[src/rtl/divremsqrt_fdivsqrt_fsm_pkg.sv]
// Shared types and constants for the divide/remainder/sqrt sequencing FSM.
package divremsqrt_fdivsqrt_fsm_pkg;

  // Default width of the iteration counter and the CyclesE input.
  localparam int unsigned CntwDefault = 7;

  typedef enum logic [1:0] {
    IDLE = 2'd0,
    BUSY = 2'd1,
    DONE = 2'd2
  } fdivsqrt_state_t;

endpackage

[src/rtl/divremsqrt_fdivsqrt_fsm_if.sv]
// Execute-stage handshake between the pipeline and the div/sqrt sequencer.
interface divremsqrt_fdivsqrt_fsm_if
  import divremsqrt_fdivsqrt_fsm_pkg::*;
#(
  parameter int unsigned CNTW = CntwDefault
);
  logic            FDivStartE;
  logic            IDivStartE;
  logic            SpecialCaseE;
  logic [CNTW-1:0] CyclesE;
  logic            WZeroE;
  logic            StallM;
  logic            FlushE;
  logic            IFDivStartE;
  logic            FDivBusyE;
  logic            FDivDoneE;
  logic [CNTW-1:0] StepE;

  modport master (
    output FDivStartE, IDivStartE, SpecialCaseE, CyclesE, WZeroE, StallM, FlushE,
    input  IFDivStartE, FDivBusyE, FDivDoneE, StepE
  );

  modport slave (
    input  FDivStartE, IDivStartE, SpecialCaseE, CyclesE, WZeroE, StallM, FlushE,
    output IFDivStartE, FDivBusyE, FDivDoneE, StepE
  );
endinterface

[src/rtl/divremsqrt_step_counter.sv]
// Loadable iteration down-counter; never decrements below one.
module divremsqrt_step_counter #(
  parameter int unsigned Width = 7
) (
  input  logic             clk_i,
  input  logic             rst_i,
  input  logic             clr_i,
  input  logic             load_i,
  input  logic [Width-1:0] load_val_i,
  input  logic             dec_i,
  output logic [Width-1:0] step_o,
  output logic             one_o
);
  localparam logic [Width-1:0] One = {{(Width-1){1'b0}}, 1'b1};

  logic [Width-1:0] step_q, step_d;

  // Next count: clear beats load beats decrement.
  always_comb begin
    step_d = step_q;
    if (clr_i) begin
      step_d = '0;
    end else if (load_i) begin
      step_d = load_val_i;
    end else if (dec_i && (step_q > One)) begin
      step_d = step_q - One;
    end
  end

  // Count register.
  always_ff @(posedge clk_i or posedge rst_i) begin
    if (rst_i) begin
      step_q <= '0;
    end else begin
      step_q <= step_d;
    end
  end

  assign step_o = step_q;
  assign one_o  = (step_q == One);
endmodule

[src/rtl/divremsqrt_fdivsqrt_fsm.sv]
// Sequencer for the shared div/rem/sqrt iteration datapath.
// Define FDIVSQRT_EARLYTERM_EN to let a zero residual (WZeroE) end iteration early.
module divremsqrt_fdivsqrt_fsm
  import divremsqrt_fdivsqrt_fsm_pkg::*;
#(
  parameter int unsigned CNTW        = CntwDefault,
  parameter bit          IDIV_ON_FPU = 1'b1
) (
  input logic                        clk,
  input logic                        reset,
  divremsqrt_fdivsqrt_fsm_if.slave   bus
);
  fdivsqrt_state_t state_q;

  logic start_req, start, step_one, et_hit;
  logic cnt_clr, cnt_load, cnt_dec;

`ifdef FDIVSQRT_EARLYTERM_EN
  assign et_hit = bus.WZeroE;
`else
  assign et_hit = 1'b0;
`endif

  assign start_req = bus.FDivStartE | (bus.IDivStartE & IDIV_ON_FPU);
  assign start     = start_req & (state_q == IDLE) & ~bus.StallM & ~bus.FlushE;

  // Counter control follows the FSM; StepE is zero whenever the FSM is not in BUSY.
  always_comb begin
    cnt_clr  = bus.FlushE
             | (start & bus.SpecialCaseE)
             | ((state_q == BUSY) & (step_one | et_hit));
    cnt_load = start & ~bus.SpecialCaseE;
    cnt_dec  = (state_q == BUSY) & ~step_one & ~et_hit;
  end

  divremsqrt_step_counter #(
    .Width (CNTW)
  ) u_step_counter (
    .clk_i      (clk),
    .rst_i      (reset),
    .clr_i      (cnt_clr),
    .load_i     (cnt_load),
    .load_val_i (bus.CyclesE),
    .dec_i      (cnt_dec),
    .step_o     (bus.StepE),
    .one_o      (step_one)
  );

  // State register; flush overrides every transition including a start.
  always_ff @(posedge clk or posedge reset) begin
    if (reset) begin
      state_q <= IDLE;
    end else if (bus.FlushE) begin
      state_q <= IDLE;
    end else begin
      unique case (state_q)
        IDLE: if (start) state_q <= bus.SpecialCaseE ? DONE : BUSY;
        BUSY: if (step_one || et_hit) state_q <= DONE;
        DONE: if (!bus.StallM) state_q <= IDLE;
        default: state_q <= IDLE;
      endcase
    end
  end

  assign bus.IFDivStartE = start;
  assign bus.FDivBusyE   = (state_q == BUSY) | (start & ~bus.SpecialCaseE);
  assign bus.FDivDoneE   = (state_q == DONE);

  // A zero iteration count would leave BUSY with no terminating condition.
  a_cycles_nonzero : assert property (@(posedge clk) disable iff (reset)
    cnt_load |-> (bus.CyclesE != '0));
endmodule

[src/flat_wrapper.sv]
// flat-port wrapper written by rule: the top's interface ports become plain ports
module divremsqrt_fdivsqrt_fsm_flat import divremsqrt_fdivsqrt_fsm_pkg::*;
#(
  parameter int unsigned CNTW        = CntwDefault,
  parameter bit          IDIV_ON_FPU = 1'b1
)
  (clk, reset, bus_FDivStartE, bus_IDivStartE, bus_SpecialCaseE, bus_CyclesE, bus_WZeroE, bus_StallM, bus_FlushE, bus_IFDivStartE, bus_FDivBusyE, bus_FDivDoneE, bus_StepE);
  divremsqrt_fdivsqrt_fsm_if #(.CNTW(CNTW)) bus_i ();
  input logic clk;
  input logic reset;
  input wire logic [$bits(bus_i.FDivStartE)-1:0] bus_FDivStartE;
  input wire logic [$bits(bus_i.IDivStartE)-1:0] bus_IDivStartE;
  input wire logic [$bits(bus_i.SpecialCaseE)-1:0] bus_SpecialCaseE;
  input wire logic [$bits(bus_i.CyclesE)-1:0] bus_CyclesE;
  input wire logic [$bits(bus_i.WZeroE)-1:0] bus_WZeroE;
  input wire logic [$bits(bus_i.StallM)-1:0] bus_StallM;
  input wire logic [$bits(bus_i.FlushE)-1:0] bus_FlushE;
  output wire logic [$bits(bus_i.IFDivStartE)-1:0] bus_IFDivStartE;
  output wire logic [$bits(bus_i.FDivBusyE)-1:0] bus_FDivBusyE;
  output wire logic [$bits(bus_i.FDivDoneE)-1:0] bus_FDivDoneE;
  output wire logic [$bits(bus_i.StepE)-1:0] bus_StepE;
  assign bus_i.FDivStartE = bus_FDivStartE;
  assign bus_i.IDivStartE = bus_IDivStartE;
  assign bus_i.SpecialCaseE = bus_SpecialCaseE;
  assign bus_i.CyclesE = bus_CyclesE;
  assign bus_i.WZeroE = bus_WZeroE;
  assign bus_i.StallM = bus_StallM;
  assign bus_i.FlushE = bus_FlushE;
  assign bus_IFDivStartE = bus_i.IFDivStartE;
  assign bus_FDivBusyE = bus_i.FDivBusyE;
  assign bus_FDivDoneE = bus_i.FDivDoneE;
  assign bus_StepE = bus_i.StepE;
  divremsqrt_fdivsqrt_fsm #(.CNTW(CNTW), .IDIV_ON_FPU(IDIV_ON_FPU)) u_core (.clk(clk), .reset(reset), .bus(bus_i));
endmodule
[config.mk]
export PLATFORM = sky130hd
export DESIGN_NAME = divremsqrt_fdivsqrt_fsm_flat
export DESIGN_NICKNAME = d
export VERILOG_FILES = /design/src/rtl/divremsqrt_fdivsqrt_fsm_pkg.sv /design/src/rtl/divremsqrt_fdivsqrt_fsm_if.sv /design/src/rtl/divremsqrt_step_counter.sv /design/src/rtl/divremsqrt_fdivsqrt_fsm.sv /design/src/flat_wrapper.sv
export SDC_FILE = /design/constraint.sdc
export NUM_CORES = 1
export LEC_CHECK = 0
export BUFFER_PORTS_ARGS = -buffer_cell sky130_fd_sc_hd__buf_2
export CORE_AREA = 2 2 44 46
export CTS_BUF_LIST = sky130_fd_sc_hd__clkbuf_4 sky130_fd_sc_hd__clkbuf_8 sky130_fd_sc_hd__clkbuf_16
export DETAILED_ROUTE_END_ITERATION = 10
export DIE_AREA = 0 0 46 48
export GPL_ROUTABILITY_DRIVEN = 0
export HOLD_SLACK_MARGIN = 0.06
export PLACE_DENSITY = 0.77
export SETUP_SLACK_MARGIN = 0.05
export SLEW_MARGIN = 10
export SYNTH_ARGS = -nofsm -noshare
export SYNTH_HDL_FRONTEND = slang
export SYNTH_HIERARCHICAL = 1
export SYNTH_SLANG_ARGS = --single-unit
[constraint.sdc]
create_clock -name clk -period 3.1 [get_ports clk]
set_clock_uncertainty 0.1 [all_clocks]
set_input_delay 0.62 -clock clk [delete_from_list [all_inputs] [get_ports clk]]
set_output_delay 0.62 -clock clk [all_outputs]
set_load 0.02 [all_outputs]
==> impl_metrics.ini, run 1 <==
[yosys]
synth-simple-area-share = 0.270
yosys-top-cells-area = dfrtp_1, nor2_1, a211oi_1, inv_1, ha_1
ys_seq_area_frac = 0.342
synth_seq_cells = 9
netlist_instances = 78
muxShareOfSynthArea = 0.0152
synth_area_per_cell_um2 = 8.44
synth_xor_area_frac = 0.0399
synth_warnings = 6
yosysTopAreaCellShare = 0.342
synth-compound-area-share = 0.232
yosys.area_share.adder = 0.0380
synth_top_family_by_area = simple AND/OR/NAND/NOR gates
synth_area_leader_cell = dfrtp_1
synth.distinct_cells = 34
syn_nets = 95
syn-cell-area_um2 = 658

[route]
vias = 653
drt.antenna.violating_nets = 0
vias_per_cell = 5.44
drc = 0
first_iter_violations = 11
post_drt_wl_per_cell_um = 13.4
wl_um = 1610
first_pass_iters = 4

[critical_path]
path_max_fanout = 8
cp.arrival_ns = 2.73
cp-start-kind = flop
critPathKind = reg -> reg
cp-end-kind = flop
required_ns = 3.16

[global_route]
antenna_found_initial = 0
grt_usage = 0.160
grt_pass1_vias = 584
grt_max_degree = 14
grt_pass1_wl_um = 2470
grt.overflow.total = 0

[sta]
period_share = 0.860
max_freq_mhz = 375
finalCriticalPeriod_ns = 2.66
hold_viol_final = 0
holdWs_ns = 0.114
maxSlewViolCount = 0
rsz0062_at_grt = false
setup_slack_ns = 0.435
setup_viol = 0
relSlewSlack = 0.448
tightestPinTransition_ns = 0.821
final.setup.tns_ns = 0

[floorplan]
core_area_um2 = 1690
dieArea_um2 = 2210
start_util = 0.390
rows = 15
ios = 25
chipHeight_um = 48
die_x_um = 46

[flow_run]
cap_viol_max_count = 0

[placement]
dp.final_hpwl_um = 1230
io_buffers = 23
pre_cts_ws_ns = 0.467
dp_cells = 116
placed_cell_area_um2 = 787

[clocking]
path_clk_slew_ns = 0.06
cts_buffers = 3
cts_resized = 0
cts_sinks = 9
htree_levels = 1
clock-root-buffer = clkbuf_4
cts_setup_buffers = 0
cts_tree = built
clk_path_buf_depth = 2
clk_latency_ns = 0.26
cts_hold_buf = 0

[pwr]
vdd_ir_drop_max_uv = 249
p_leak_nw = 0.409
p_total_mw = 0.369
powerDensity_nw_per_um2 = 452

[layout]
final_cells = 120
num-nets-final = 121
layout_commonest_cell = buf_2
final_core_util = 0.484
final_area_um2 = 817
area_growth_pct = 24.1
drive_gt1_frac = 0.311
mostFrequentLayoutCells = buf_2, nor2_1, inv_1, dfrtp_1, a211oi_1
num_antenna_cells = 0

[run_status]
status = completed

[min_path]
hold_path.class = in -> async
[cells by family after synthesis]
group | Yosys count
DFF | 9
xor gates and xnor gates | 3
muxes | 1
buffers and inverters | 11
AOI/OAI and AO/OA | 21
adders and majority gates | 2
and+or+nand+nor | 31
[worst paths after layout]
check | start | endpoint | slack, ns | cells after the start
setup / recovery | u_core/u_step_counter/step_o[1] | u_core/u_step_counter/step_o[4] | 0.44 | 8
hold / removal | reset | u_core/state_q[1] | 0.11 | 2
setup reg to reg | u_core/u_step_counter/step_o[1] | u_core/u_step_counter/step_o[4] | 0.44 | 8
hold reg to reg | u_core/u_step_counter/step_o[6] | u_core/u_step_counter/step_o[6] | 0.53 | 2
max in group asynchronous | reset | u_core/u_step_counter/step_o[3] | 2.48 | 2
min in group clk | bus_FlushE | u_core/state_q[1] | 0.45 | 2
[cell usage after synthesis]
library cell	n
nor2_1	13
dfrtp_1	9
inv_1	9
a211oi_1	5
o21ai_0	4
a31oi_1	3
nor3_1	3
a311oi_1	2
ha_1	2
nand2_1	2
nand3_1	2
xnor2_1	2
a21oi_1	1
a22o_1	1
a41o_1	1
and2b_1	1
and3_1	1
buf_1	1
clkbuf_1	1
mux2i_1	1
nand3_2	1
nand3b_1	1
nand4_1	1
nor3b_2	1
nor4_1	1
nor4b_1	1
o21ba_2	1
o21bai_1	1
o2bb2ai_1	1
o311ai_0	1
or4_1	1
or4_4	1
or4bb_2	1
xor2_1	1
[worst max-delay path, stage by stage (launching register included)]
cell and delay (ns):
dfrtp_1 0.41, inv_1 0.12, ha_1 0.23, and3_1 0.19
nor3b_2 0.38, or4bb_2 0.58, a311oi_1 0.26, a211oi_1 0.08
nor3_1 0.20
[report_power, final]
| group | switching [mW] | leakage (nW) | internal [mW] | total, mW |
|---|---|---|---|---|
| Sequential | 0.0166 | 0.123 | 0.128 | 0.145 |
| Combinational | 0.0749 | 0.267 | 0.0538 | 0.129 |
| Clock | 0.0375 | 0.0184 | 0.0581 | 0.0956 |
| Total | 0.129 | 0.409 | 0.240 | 0.369 |
[registers in the layout, indices dropped and copies added, names as in the netlist]
signal                        cells
u_core/state_q                    2
u_core/u_step_counter/step_o      7
[metal layers]
layer	wire, µm	vias to the layer above	share of wire	GRT usage
met5	0	-	0	0
met4	0	0	0	0.0514
met3	114	0	0.071	0.0717
met2	777	22	0.48	0.258
met1	719	292	0.45	0.190
li1	-	339	-	-
[cell type report]
type / count / area [µm²]
multi-input combinational: 58 / 392
tap: 17 / 21.3
sequential: 9 / 225
timing repair buffer: 23 / 115
inverter: 9 / 33.8
fill: 176 / 872
clock buffer: 4 / 30.0
Note: power is estimated with default switching activity, not from simulation.
==> run 2, diff against run 1 <==
- CORE_AREA: 2 2 44 46 -> 2 2 47 49
- DIE_AREA: 0 0 46 48 -> 0 0 49 51
- PLACE_DENSITY: 0.77 -> 0.7
==> impl_metrics.ini, run 2 (synthesis results as in run 1) <==
[run_status]
status = completed

[sta]
setup_viol = 0
hold_viol_final = 0
maxSlewViolCount = 0
relSlewSlack = 0.704
max_freq_mhz = 380
period_share = 0.850
final.setup.tns_ns = 0
holdWs_ns = 0.112
finalCriticalPeriod_ns = 2.63
rsz0062_at_grt = false
setup_slack_ns = 0.466
tightestPinTransition_ns = 0.443

[flow_run]
cap_viol_max_count = 0

[clocking]
cts_buffers = 3
clock-root-buffer = clkbuf_4
cts_tree = built
clk_path_buf_depth = 2
cts_hold_buf = 0
cts_sinks = 9
htree_levels = 1
clk_latency_ns = 0.26
cts_setup_buffers = 0
path_clk_slew_ns = 0.06
cts_resized = 0

[floorplan]
core_area_um2 = 2060
ios = 25
chipHeight_um = 51
start_util = 0.319
rows = 17
dieArea_um2 = 2500
die_x_um = 49

[min_path]
hold_path.class = in -> async

[pwr]
comb_power_share = 0.357
p_leak_nw = 0.413
power_frac_seq = 0.386
p_sw_mw = 0.130
intPower_mw = 0.244
swShare = 0.348
powerDensity_nw_per_um2 = 446
vdd_ir_drop_max_uv = 272
clockPowerShare = 0.257

[global_route]
grt_pass1_wl_um = 2610
grt_max_degree = 14
grt_usage = 0.135
grt_pass1_vias = 601
grt.overflow.total = 0
antenna_found_initial = 0

[layout]
num_antenna_cells = 0
layout_commonest_cell = buf_2
num-nets-final = 122
area_growth_pct = 27.4
final_cells = 132
drive_gt1_frac = 0.317
largest_register_ffs = 7
mostFrequentLayoutCells = buf_2, nor2_1, inv_1, dfrtp_1, a211oi_1

[route]
first_iter_violations = 22
vias_per_cell = 5.17
post_drt_wl_per_cell_um = 11.6
drt.antenna.violating_nets = 0
first_pass_iters = 4
vias = 683
wl_um = 1540
drc = 0

[critical_path]
required_ns = 3.17
reg2reg_from = u_core/u_step_counter/step_o[1]
rr_endpoint = u_core/u_step_counter/step_o[4]
cp-start-kind = flop
rrSetupSlack_ns = 0.47
cp-end-kind = flop
r2r_cells = 8
critPathKind = reg -> reg
cp.arrival_ns = 2.70
path_max_fanout = 8

[placement]
pre_cts_ws_ns = 0.509
dp_cells = 128
dp.final_hpwl_um = 1230
io_buffers = 23
==> run 2: cell types whose count changed in the layout (fill, tap and decap cells not counted), sizes merged <==
cell,previous run,this run
buf,23,24
==> run 2: critical path, stage by stage (launching register included) <==
cell and delay (ns):
dfrtp_1 0.42, inv_1 0.13, ha_1 0.23, and3_1 0.19, nor3b_2 0.40, or4bb_2 0.58, a311oi_1 0.26, a211oi_1 0.08
nor3_1 0.16
==> run 2: metrics by stage <==
step	area, µm²	power [mW]	util
after global routing	838	0.400	0.406
after detailed placement	808	0.278	0.392
final	838	0.374	0.406
after floorplan	658	0.234	-
after global placement	808	0.275	0.392
after CTS	838	0.378	0.406
==> run 2: how the worst max path moves through the flow <==
stage | cells past startpoint | endpoint | slack, ns | from
after CTS | 8 | u_core/u_step_counter/step_o[4] | 0.49 | u_core/u_step_counter/step_o[1]
after floorplan | 8 | u_core/u_step_counter/step_o[4] | 0.57 | u_core/u_step_counter/step_o[1]
after detailed placement | 8 | u_core/u_step_counter/step_o[4] | 0.51 | u_core/u_step_counter/step_o[1]
after global routing | 8 | u_core/u_step_counter/step_o[4] | 0.30 | u_core/u_step_counter/step_o[1]
final | 8 | u_core/u_step_counter/step_o[4] | 0.47 | u_core/u_step_counter/step_o[1]
after global placement | 8 | u_core/u_step_counter/step_o[4] | 0.55 | u_core/u_step_counter/step_o[1]
==> run 2: power groups by stage <==
stage | logic (mW) | clock network, mW | registers [mW]
floorplan | 0.0806 | 0 | 0.154
global placement | 0.129 | 0 | 0.146
detailed placement | 0.132 | 0 | 0.146
CTS | 0.133 | 0.101 | 0.144
global route | 0.147 | 0.107 | 0.146
finish | 0.134 | 0.0963 | 0.144
==> run 2: area by class of cell <==
| cell class | instances | area [µm²] |
|---|---|---|
| Clock buffer | 4 | 30.0 |
| Multi-Input combinational cell | 58 | 392 |
| Fill cell | 230 | 1220 |
| Tap cell | 28 | 35.0 |
| Inverter | 9 | 33.8 |
| Sequential cell | 9 | 225 |
| Timing Repair Buffer | 24 | 123 |
==> run 2: layer usage <==
metal,vias up,wire length (µm),track usage
met5,-,0,0
met4,0,0,0
met3,0,106,0.0497
met2,27,757,0.233
met1,317,672,0.173
li1,339,-,-
==> run 3, diff against run 2 <==
- PLACE_DENSITY: 0.7 -> 0.72
- clock period: 3.1 -> 2.1 ns (I/O delays scaled with it)
==> impl_metrics.ini, run 3 (synthesis results as in run 1) <==
[run_status]
status = completed

[global_route]
grt_pass1_vias = 702
grt_use_met2 = 0.272
grt_pass1_wl_um = 2890
grt.overflow.total = 0
antenna_found_initial = 0
top_usage_layer = met2
grt_max_degree = 9
gr-usage-met3 = 0.0175
grt_util_met1 = 0.179
grt_usage = 0.151

[critical_path]
cp-end-kind = flop
cpMaxStageDelayCell = or4bb_4
reg2reg_from = u_core/u_step_counter/step_o[0]
crit_buf_inv = 0
critPathKind = reg -> reg
rrSetupSlack_ns = 0.05
required_ns = 2.18
critPathTopFamily = simple AND/OR/NAND/NOR gates
cp-start-kind = flop
cp.depth = 7
crit_chain = ha_4 -> and3_4 -> nor3b_4 -> or4bb_4 -> a311oi_2 -> a211oi_1 -> nor3_1
r2r_cells = 7
rr_endpoint = u_core/u_step_counter/step_o[4]
path_max_fanout = 5
cp.arrival_ns = 2.13
slowest_delay_ns = 0.49

[layout]
regArea_um2 = 229
num_antenna_cells = 0
multi_input_area_um2 = 437
mostFrequentLayoutCells = buf_2, buf_4, nor2_1, inv_1, dfrtp_1
final_cells = 146
final_area_um2 = 995
largest_register_ffs = 7
num-nets-final = 136
final.fill_count = 209
drive_gt1_frac = 0.466
layout_commonest_cell = buf_2
final_core_util = 0.482
area_growth_pct = 51.1

[flow_run]
cap_viol_max_count = 0

[clocking]
cts_sinks = 9
cts_tree = built
htree_levels = 1
clk_path_buf_depth = 2
path_clk_slew_ns = 0.06
clock-root-buffer = clkbuf_4
cts_setup_buffers = 0
cts_buffers = 3
clk_latency_ns = 0.26

[route]
post_drt_wl_per_cell_um = 12.0
first_iter_violations = 8
drc = 0
first_pass_iters = 4
wl_um = 1760
vias_per_cell = 5.18
vias = 757
drt.antenna.violating_nets = 0

[floorplan]
chipHeight_um = 51
start_util = 0.319
die_x_um = 49
core_area_um2 = 2060
dieArea_um2 = 2500
ios = 25
rows = 17

[placement]
placed_cell_area_um2 = 942
dp_cells = 141
io_buffers = 23
dp.final_hpwl_um = 1420

[sta]
rsz0062_at_grt = true
max_freq_mhz = 487
maxSlewViolCount = 0
setup_viol = 0
hold_viol_final = 0
holdWs_ns = 0.243
tightestPinTransition_ns = 0.357
relSlewSlack = 0.761
period_share = 0.978
finalCriticalPeriod_ns = 2.05

[pwr]
vdd_ir_drop_max_uv = 349
p_leak_nw = 0.482
powerDensity_nw_per_um2 = 618

[min_path]
min_path_cells = 2
hold_path.class = in -> reg
whs_endpoint = u_core/state_q[1]
min_from = bus_FlushE
[run 3: power by group]
part	switching, mW	internal (mW)
registers	0.0149	0.190
clock network	0.0591	0.0860
logic	0.139	0.125
total	0.213	0.402
[run 3: how the worst max path moves through the flow]
stage	from	end
finish	u_core/u_step_counter/step_o[0]	u_core/u_step_counter/step_o[4]
global route	u_core/u_step_counter/step_o[0]	u_core/u_step_counter/step_o[4]
floorplan	u_core/u_step_counter/step_o[1]	u_core/u_step_counter/step_o[4]
CTS	u_core/u_step_counter/step_o[0]	u_core/u_step_counter/step_o[4]
global placement	u_core/u_step_counter/step_o[0]	u_core/u_step_counter/step_o[4]
detailed placement	u_core/u_step_counter/step_o[0]	u_core/u_step_counter/step_o[4]
[run 3: per-layer routing]
metal,wire (µm),vias up
li1,-,367
met1,772,360
met4,2,0
met3,110,2
met2,872,28
met5,0,-
[run 3: stage by stage]
step                power, mW  worst slack, ns  TNS [ns]
detailed placement      0.462         -0.00348  -0.00348
CTS                     0.618           0.0367         0
global route            0.658          -0.0483   -0.0483
floorplan               0.362          -0.0681   -0.0681
global placement        0.457           0.0303         0
finish                  0.615           0.0464         0
[run 3: repair_timing]
action	CTS	global route
hold buffers	1	0
gates resized for setup	1	2
endpoints found under the setup margin	1	2
pin swaps	1	0
hold endpoints to repair	9	0
[run 3: layout make-up]
type / count / share of cell area
inverter: 9 / 0.0340
clock buffer: 4 / 0.0302
tap: 28 / 0.0352
multi-input combinational: 58 / 0.439
timing repair buffer: 38 / 0.231
sequential: 9 / 0.230
